<file path="src/rtl/prim_clock_switch_pkg.sv">
// -----------------------------------------------------------------------------
// prim_clock_switch_pkg
//
// Shared types and constants for the glitch-free clock switch sequencer.
//
// Contents:
//   CntW        width of the gate-off / settle down-counter
//   sw_state_e  sequencer state encoding (2 bits; 2'b11 is unused/illegal)
// -----------------------------------------------------------------------------
package prim_clock_switch_pkg;

    // Both delay parameters are limited to 1..255, so 8 bits always suffice.
    localparam int CntW = 8;

    // Sequencer states. The encoding is fixed so the state register can be
    // observed as a plain 2-bit value (busy_o and any external checker decode
    // it directly).
    typedef enum logic [1:0] {
        IDLE     = 2'b00,
        GATE_OFF = 2'b01,
        SETTLE   = 2'b10
    } sw_state_e;

endpackage : prim_clock_switch_pkg

</file>
<file path="src/rtl/prim_clock_switch_ctrl.sv">
// -----------------------------------------------------------------------------
// prim_clock_switch_ctrl
//
// Control-side sequencer for a two-input clock mux plus downstream clock gate.
// Runs on an always-on control clock. A switch request closes the gate, waits
// OffCycles, flips the mux select, waits SettleCycles, reopens the gate and
// acknowledges. The select therefore never changes while the gate is open.
//
// Parameters:
//   OffCycles     cycles between clk_en_o falling and sel_o changing (1..255)
//   SettleCycles  cycles between sel_o changing and clk_en_o rising (1..255)
//   ResetSel      value of sel_o during and after reset
//
// Ports:
//   clk_i      in   always-on control clock, rising edge
//   rst_i      in   synchronous active-high reset
//   req_i      in   single-cycle switch request pulse
//   sel_req_i  in   target select, sampled only when req_i is high
//   sel_o      out  registered select to the clock mux
//   clk_en_o   out  registered enable to the downstream clock gate
//   busy_o     out  high while a switch is in progress (state != IDLE)
//   ack_o      out  one-cycle completion pulse
//
// Handshake: req_i is a one-cycle pulse that is accepted only while busy_o is
// low (the FSM is in IDLE); a pulse seen while busy_o is high is dropped with
// no queueing and no ack. Every accepted request produces exactly one ack_o
// pulse: on the next edge if the target already matches sel_o, otherwise
// OffCycles+SettleCycles edges after acceptance. A new request may be issued
// in the same cycle ack_o is high, since the FSM is already back in IDLE.
// -----------------------------------------------------------------------------
module prim_clock_switch_ctrl
    import prim_clock_switch_pkg::*;
#(
    parameter int   OffCycles    = 4,
    parameter int   SettleCycles = 4,
    parameter logic ResetSel     = 1'b0
) (
    input  logic clk_i,
    input  logic rst_i,
    input  logic req_i,
    input  logic sel_req_i,
    output logic sel_o,
    output logic clk_en_o,
    output logic busy_o,
    output logic ack_o
);

    // -------------------------------------------------------------------------
    // Elaboration-time parameter check. A zero delay would make the counter
    // preload underflow and the gate/select ordering would collapse.
    // -------------------------------------------------------------------------
    if (OffCycles < 1 || OffCycles > 255) begin : g_bad_off_cycles
        $fatal(1, "prim_clock_switch_ctrl: OffCycles must be in 1..255");
    end
    if (SettleCycles < 1 || SettleCycles > 255) begin : g_bad_settle_cycles
        $fatal(1, "prim_clock_switch_ctrl: SettleCycles must be in 1..255");
    end

    // State constants as plain vectors so the register can hold the illegal
    // encoding and the default branch can recover from it.
    localparam logic [1:0] StIdle    = IDLE;
    localparam logic [1:0] StGateOff = GATE_OFF;
    localparam logic [1:0] StSettle  = SETTLE;

    // Counter preloads: the counter counts down to zero inclusive, so a delay
    // of N cycles loads N-1.
    localparam logic [CntW-1:0] OffInit    = CntW'(OffCycles - 1);
    localparam logic [CntW-1:0] SettleInit = CntW'(SettleCycles - 1);
    localparam logic [CntW-1:0] CntOne     = CntW'(1);

    logic [1:0]      state_q;
    logic [CntW-1:0] cnt_q;
    logic            target_q;
    logic            sel_q;
    logic            clk_en_q;
    logic            ack_q;

    // -------------------------------------------------------------------------
    // Sequencer. All outputs come straight from flops; nothing from the inputs
    // reaches an output combinationally.
    // -------------------------------------------------------------------------
    always_ff @(posedge clk_i) begin
        if (rst_i) begin
            state_q  <= StIdle;
            cnt_q    <= '0;
            target_q <= ResetSel;
            sel_q    <= ResetSel;
            clk_en_q <= 1'b1;
            ack_q    <= 1'b0;
        end else begin
            // ack is a single-cycle pulse unless a branch below raises it.
            ack_q <= 1'b0;

            case (state_q)
                StIdle: begin
                    if (req_i) begin
                        if (sel_req_i == sel_q) begin
                            // Already on the requested source: nothing to gate.
                            ack_q <= 1'b1;
                        end else begin
                            target_q <= sel_req_i;
                            clk_en_q <= 1'b0;
                            cnt_q    <= OffInit;
                            state_q  <= StGateOff;
                        end
                    end
                end

                StGateOff: begin
                    // Gate is closed; give it OffCycles before touching sel.
                    if (cnt_q != '0) begin
                        cnt_q <= cnt_q - CntOne;
                    end else begin
                        sel_q   <= target_q;
                        cnt_q   <= SettleInit;
                        state_q <= StSettle;
                    end
                end

                StSettle: begin
                    // New source selected; let it settle before reopening.
                    if (cnt_q != '0) begin
                        cnt_q <= cnt_q - CntOne;
                    end else begin
                        clk_en_q <= 1'b1;
                        ack_q    <= 1'b1;
                        state_q  <= StIdle;
                    end
                end

                default: begin
                    // Unreachable encoding: park in IDLE with the gate closed.
                    // The next accepted request or a reset restores normal
                    // operation; the select is left alone.
                    state_q  <= StIdle;
                    cnt_q    <= '0;
                    clk_en_q <= 1'b0;
                end
            endcase
        end
    end

    assign sel_o    = sel_q;
    assign clk_en_o = clk_en_q;
    assign ack_o    = ack_q;
    assign busy_o   = (state_q != StIdle);

endmodule : prim_clock_switch_ctrl

</file>
<file path="config.mk">
export PLATFORM = sky130hd
export DESIGN_NAME = prim_clock_switch_ctrl
export DESIGN_NICKNAME = d
export VERILOG_FILES = /design/src/rtl/prim_clock_switch_pkg.sv /design/src/rtl/prim_clock_switch_ctrl.sv
export SDC_FILE = /design/constraint.sdc
export NUM_CORES = 1
export LEC_CHECK = 0
export CORE_UTILIZATION = 31
export DETAILED_ROUTE_END_ITERATION = 12
export HOLD_SLACK_MARGIN = 0.08
export REMOVE_ABC_BUFFERS = 1
export SLEW_MARGIN = 20
export SYNTH_ARGS = -nofsm -noshare
export SYNTH_HDL_FRONTEND = slang
export SYNTH_SLANG_ARGS = --single-unit
</file>
<file path="constraint.sdc">
create_clock -name clk_i -period 2.2 [get_ports clk_i]
set_input_delay 0.55 -clock clk_i [delete_from_list [all_inputs] [get_ports clk_i]]
set_output_delay 0.55 -clock clk_i [all_outputs]
set_load 0.01 [all_outputs]
</file>
---- Word level (Yosys, flattened, before mapping) ----
Cells that the tools add are included.
operators by class
  equal/unequal tests ..................... 8
  bitwise operators ....................... 3
  $add $sub $neg .......................... 1
  reductions and logical operators ........ 8
  multiplexer cells ....................... 18
operator list
  kind                                                                   count
  8-bit two-way mux                                                      4
  8-bit case mux with 3 select lines                                     1
  2-bit inequality test, second input constant                           5
  2-bit two-way mux                                                      4
  4-bit AND reduction                                                    2
  8-bit nonzero test                                                     1
  8-bit by 1-bit subtractor with 8-bit output, second input constant     1
  1-bit two-way mux                                                      6
  2-bit case mux with 3 select lines                                     1
  3-bit AND reduction                                                    2
  1-bit NOT                                                              3
  1-bit case mux with 3 select lines                                     1
  2-bit by 1-bit equality test with 1-bit output, second input constant  1
  2-bit equality test, second input constant                             1
  2-bit logical NOT                                                      1
  1-bit case mux with 2 select lines                                     1
  2-bit AND reduction                                                    1
  2-bit nonzero test                                                     1
  1-bit equality test                                                    1
word-level totals
  register bits ........................... 14
  input bits .............................. 4
  logic and storage cells ................. 44
  output and inout bits ................... 4

---- Longest topological paths before layout ----
  depth after elaboration ................. 4
  mapped depth ............................ 6
  mapped depth without buffers ............ 6

---- Worst setup path before layout ----
No wires, ideal clock.
  kind .................................... input to register
  start point ............................. input port req_i
  end point ............................... register cnt_q[4]
  library setup time ...................... 0.072 ns
  data required time ...................... 2.128 ns
  path slack .............................. 0.403 ns
  stages on the path ...................... 5
  buffers on the path ..................... 1
  arrival time ............................ 1.726 ns
  cells stage by stage .................... clkbuf_1 > nor2b_1 > a21oi_1 > a2111oi_0 > mux2i_1
on the way
  word-level cells in the longest chain between the ends .. 2
RTL lines
  element                                 RTL line                       RTL
  start, declared                         prim_clock_switch_ctrl.sv:40   input logic req_i,
  2-bit inequality test (no source line)  --
  3-bit AND reduction (no source line)    --
  end signal, assigned                    prim_clock_switch_ctrl.sv:103  cnt_q <= OffInit;
  end signal, assigned                    prim_clock_switch_ctrl.sv:112  cnt_q <= cnt_q - CntOne;
  end signal, assigned                    prim_clock_switch_ctrl.sv:115  cnt_q <= SettleInit;
  end, declared                           prim_clock_switch_ctrl.sv:72   logic [CntW-1:0] cnt_q;
No other way between the ends.
A chain may end at the register's enable or synchronous reset.

---- Worst setup path after layout ----
  start point ............................. register state_q[0]
  end point ............................... output port busy_o
on the way
  word-level cells in the longest chain between the ends .. 1
RTL lines
  element                 RTL line                       RTL
  start, declared         prim_clock_switch_ctrl.sv:71   logic [1:0] state_q;
  start signal, assigned  prim_clock_switch_ctrl.sv:84   state_q <= StIdle;
  start signal, assigned  prim_clock_switch_ctrl.sv:104  state_q <= StGateOff;
  start signal, assigned  prim_clock_switch_ctrl.sv:116  state_q <= StSettle;
  2-bit nonzero test      prim_clock_switch_ctrl.sv:146  assign busy_o = (state_q != StIdle);
  end, declared           prim_clock_switch_ctrl.sv:44   output logic busy_o,
No other way between the ends.

==> impl_metrics.py <==
metrics = {
    "outcome": {
        "status": "complete, no violations",
    },
    "timing": {
        "worst_slew_pin_slew_ns": 0.615,
        "finalSetupViolations": 0,
        "slew_violations": 0,
        "layout_setup_ws_ns": 0.133,
        "finalCritPeriodShare_pct": 93.9,
        "finalCriticalPeriod_ns": 2.07,
        "skew_ns": 0.00629,
        "fmax_mhz": 484,
        "slew_headroom_pct": 58.9,
        "rsz0062_at_grt": "no",
        "hold_violations": 0,
    },
    "setup_path": {
        "endpoint": "busy_o",
        "critPathKind": "register to primary output",
        "reg2regPathDepth": 6,
        "r2r_end": "cnt_q[3]",
        "path_buf_inv": 2,
        "r2r_start": "cnt_q[0]",
        "cp_max_fo": 4,
        "crit_path_max_incr_delay_ns": 0.50,
        "startpoint": "state_q[0]",
        "crit_family": "buffers and inverters",
        "start_kind": "register",
        "end_kind": "primary output",
        "required_ns": 1.65,
        "r2r_slack_ns": 0.28,
        "critPathArrivalTime_ns": 1.52,
        "cp.depth": 3,
        "cp_cell_sequence": "nor2_1 -> inv_1 -> clkdlybuf4s50_1",
        "critical_path.slowest_cell": "clkdlybuf4s50_1",
    },
    "synthesis": {
        "synth_top_area_cell": "dfxtp_1",
        "synth-seq-cells": 14,
        "synth_top_area_share_pct": 34.4,
        "synth_area_leaders": "dfxtp_1 (34%), mux2i_1 (6.1%), a21oi_1 (5.5%), nand3b_1 (4.6%), a31oi_1 (3.8%)",
        "ys_types": 32,
        "synth_area_per_cell_um2": 8.40,
        "syn_inst": 97,
        "ys.flop_type": "dfxtp_1",
        "synth_edf_count": 0,
        "ys.warnings.count": 0,
        "ys_seq_area_share_pct": 34.4,
        "syn-cell-area_um2": 815,
        "async_flop_share_pct": 0,
    },
    "clock_tree": {
        "clock_latency_ns": 0.28,
        "cts-resized-gates": 0,
        "cts.sinks": 14,
        "cts_hold_buf": 0,
        "cts_root_buffer": "clkbuf_4",
        "h-tree-depth": 1,
        "path_clk_slew_ns": 0.09,
        "post-cts-setup-buffer-count": 0,
        "cts_tree": "yes",
        "clk_path_buf_depth": 2,
        "cts_buffers": 3,
    },
    "global_routing": {
        "grt_max_degree": 16,
        "grt_pass1_vias": 671,
        "grt_use_total_pct": 15.3,
        "grt_overflow": 0,
        "grt_pass1_wl_um": 3060,
        "antenna_found_initial": 0,
    },
    "pwr": {
        "leakagePower_uw": 0.000405,
        "finalPower_uw": 908,
        "p_per_area_nw_per_um2": 891,
        "peakVddDrop_mv": 0.457,
    },
    "final_layout": {
        "fin_util_pct": 41.1,
        "final_cell_mix": "dfxtp_1 (14), buf_4 (10), a21oi_1 (9), nand2_1 (8), clkdlybuf4s50_1 (7)",
        "final_common_cell": "dfxtp_1",
        "area_growth_syn_to_layout_pct": 25.0,
        "fillers": 257,
        "instances_no_fill": 144,
        "drive_gt1_share_pct": 17.5,
        "fin_nets": 121,
        "num_antenna_cells": 0,
    },
    "placement": {
        "place.gp.congestion": 0.873,
        "dp.cells": 140,
        "dp_hpwl_um": 1410,
        "dpl_worst_slack_ns": -0.0300,
        "port-buffer-count": 7,
    },
    "die": {
        "row_count": 18,
        "die_w_um": 53.3,
        "initial_core_util_pct": 32.9,
        "die_area_um2": 2840,
        "die_height_um": 53.3,
        "io-pin-count": 8,
        "core_area_um2": 2480,
    },
    "detailed_routing": {
        "final_antenna_net_count": 0,
        "vias": 780,
        "detail_route.wl_per_cell_um": 12.9,
        "vias_per_cell": 5.42,
        "routed_wl_um": 1860,
        "drc": 0,
        "first_pass_iters": 4,
        "drtIter0Drc": 25,
    },
    "job": {
        "maxCapViolCount": 0,
    },
    "hold_path": {
        "hp-class": "register to register",
    },
}
[flip-flops by register name, summed over array words and instances, names as in the netlist]
name and count:
clk_en_o 1, state_q 2, target_q 1, sel_o 1, cnt_q 8, ack_o 1
[routing by layer]
metal  routed length, um  global-route usage [%]
met5                   0                       0
met4                  14                    5.26
met3                 101                    5.17
met2                 820                    21.5
met1                 927                    21.2
[cell type report]
| type | instances | area (um^2) | share of cell area, % |
|---|---|---|---|
| clock buffers | 4 | 36.3 | 3.56 |
| well taps | 30 | 37.5 | 3.69 |
| inverters | 5 | 18.8 | 1.84 |
| multi-input cells | 74 | 500 | 49.1 |
| repair buffers | 17 | 145 | 14.3 |
| flip-flops and latches | 14 | 280 | 27.5 |
[worst min path at each step]
stage	depth (start not counted)	from	slack [ns]	endpoint
after detailed placement	2	target_q	0.49	target_q
after global placement	2	cnt_q[5]	0.48	cnt_q[5]
after floorplan	2	target_q	0.46	target_q
final	2	cnt_q[5]	0.50	cnt_q[5]
after global routing	2	cnt_q[7]	0.53	cnt_q[7]
after CTS	2	cnt_q[5]	0.50	cnt_q[5]
[logic make-up (layout without fill, tap and decap cells)]
| kind of cell | count (synthesis) | count (layout) | synth area share (%) |
|---|---|---|---|
| simple gates | 36 | 36 | 25.5 |
| compound gates | 30 | 30 | 24.7 |
| flops | 14 | 14 | 34.4 |
| buf+inv | 9 | 26 | 4.15 |
| mux | 5 | 5 | 6.14 |
| fa+ha+maj | 2 | 2 | 3.07 |
| xor+xnor | 1 | 1 | 2.00 |
[synthesized netlist by cell type, types with 2 or more instances]
cell	n
nor2b_1	2
nand4b_1	3
ha_1	2
a2111oi_0	2
mux2i_1	5
nand2_1	8
a31oi_1	5
a211oi_1	3
dfxtp_1	14
clkbuf_1	4
inv_1	5
or4_1	2
o21ai_0	4
nor2_1	4
nand3_1	5
a21oi_1	9
nand3b_1	5
[per-stage QoR]
step | cell area [um^2] | setup TNS [ns] | hold WS [ns]
final | 1020 | 0 | 0.497
after CTS | 1020 | 0 | 0.501
after floorplan | 800 | 0 | 0.459
after global routing | 1020 | 0 | 0.531
after global placement | 982 | 0 | 0.479
after detailed placement | 982 | -0.0433 | 0.485
[power by group]
| group | internal (uW) | switching [uW] |
|---|---|---|
| clock network | 101 | 83.5 |
| registers | 295 | 34.7 |
| logic | 186 | 208 |
| total | 582 | 326 |
[worst reg2reg max path: stages (launching register included)]
cell      delay (ns)
dfxtp_1         0.31
inv_1           0.09
ha_1            0.17
nor3b_1         0.53
nand3_1         0.40
nand3b_1        0.20
mux2i_1         0.08
Note: power is estimated with default switching activity, not from simulation.
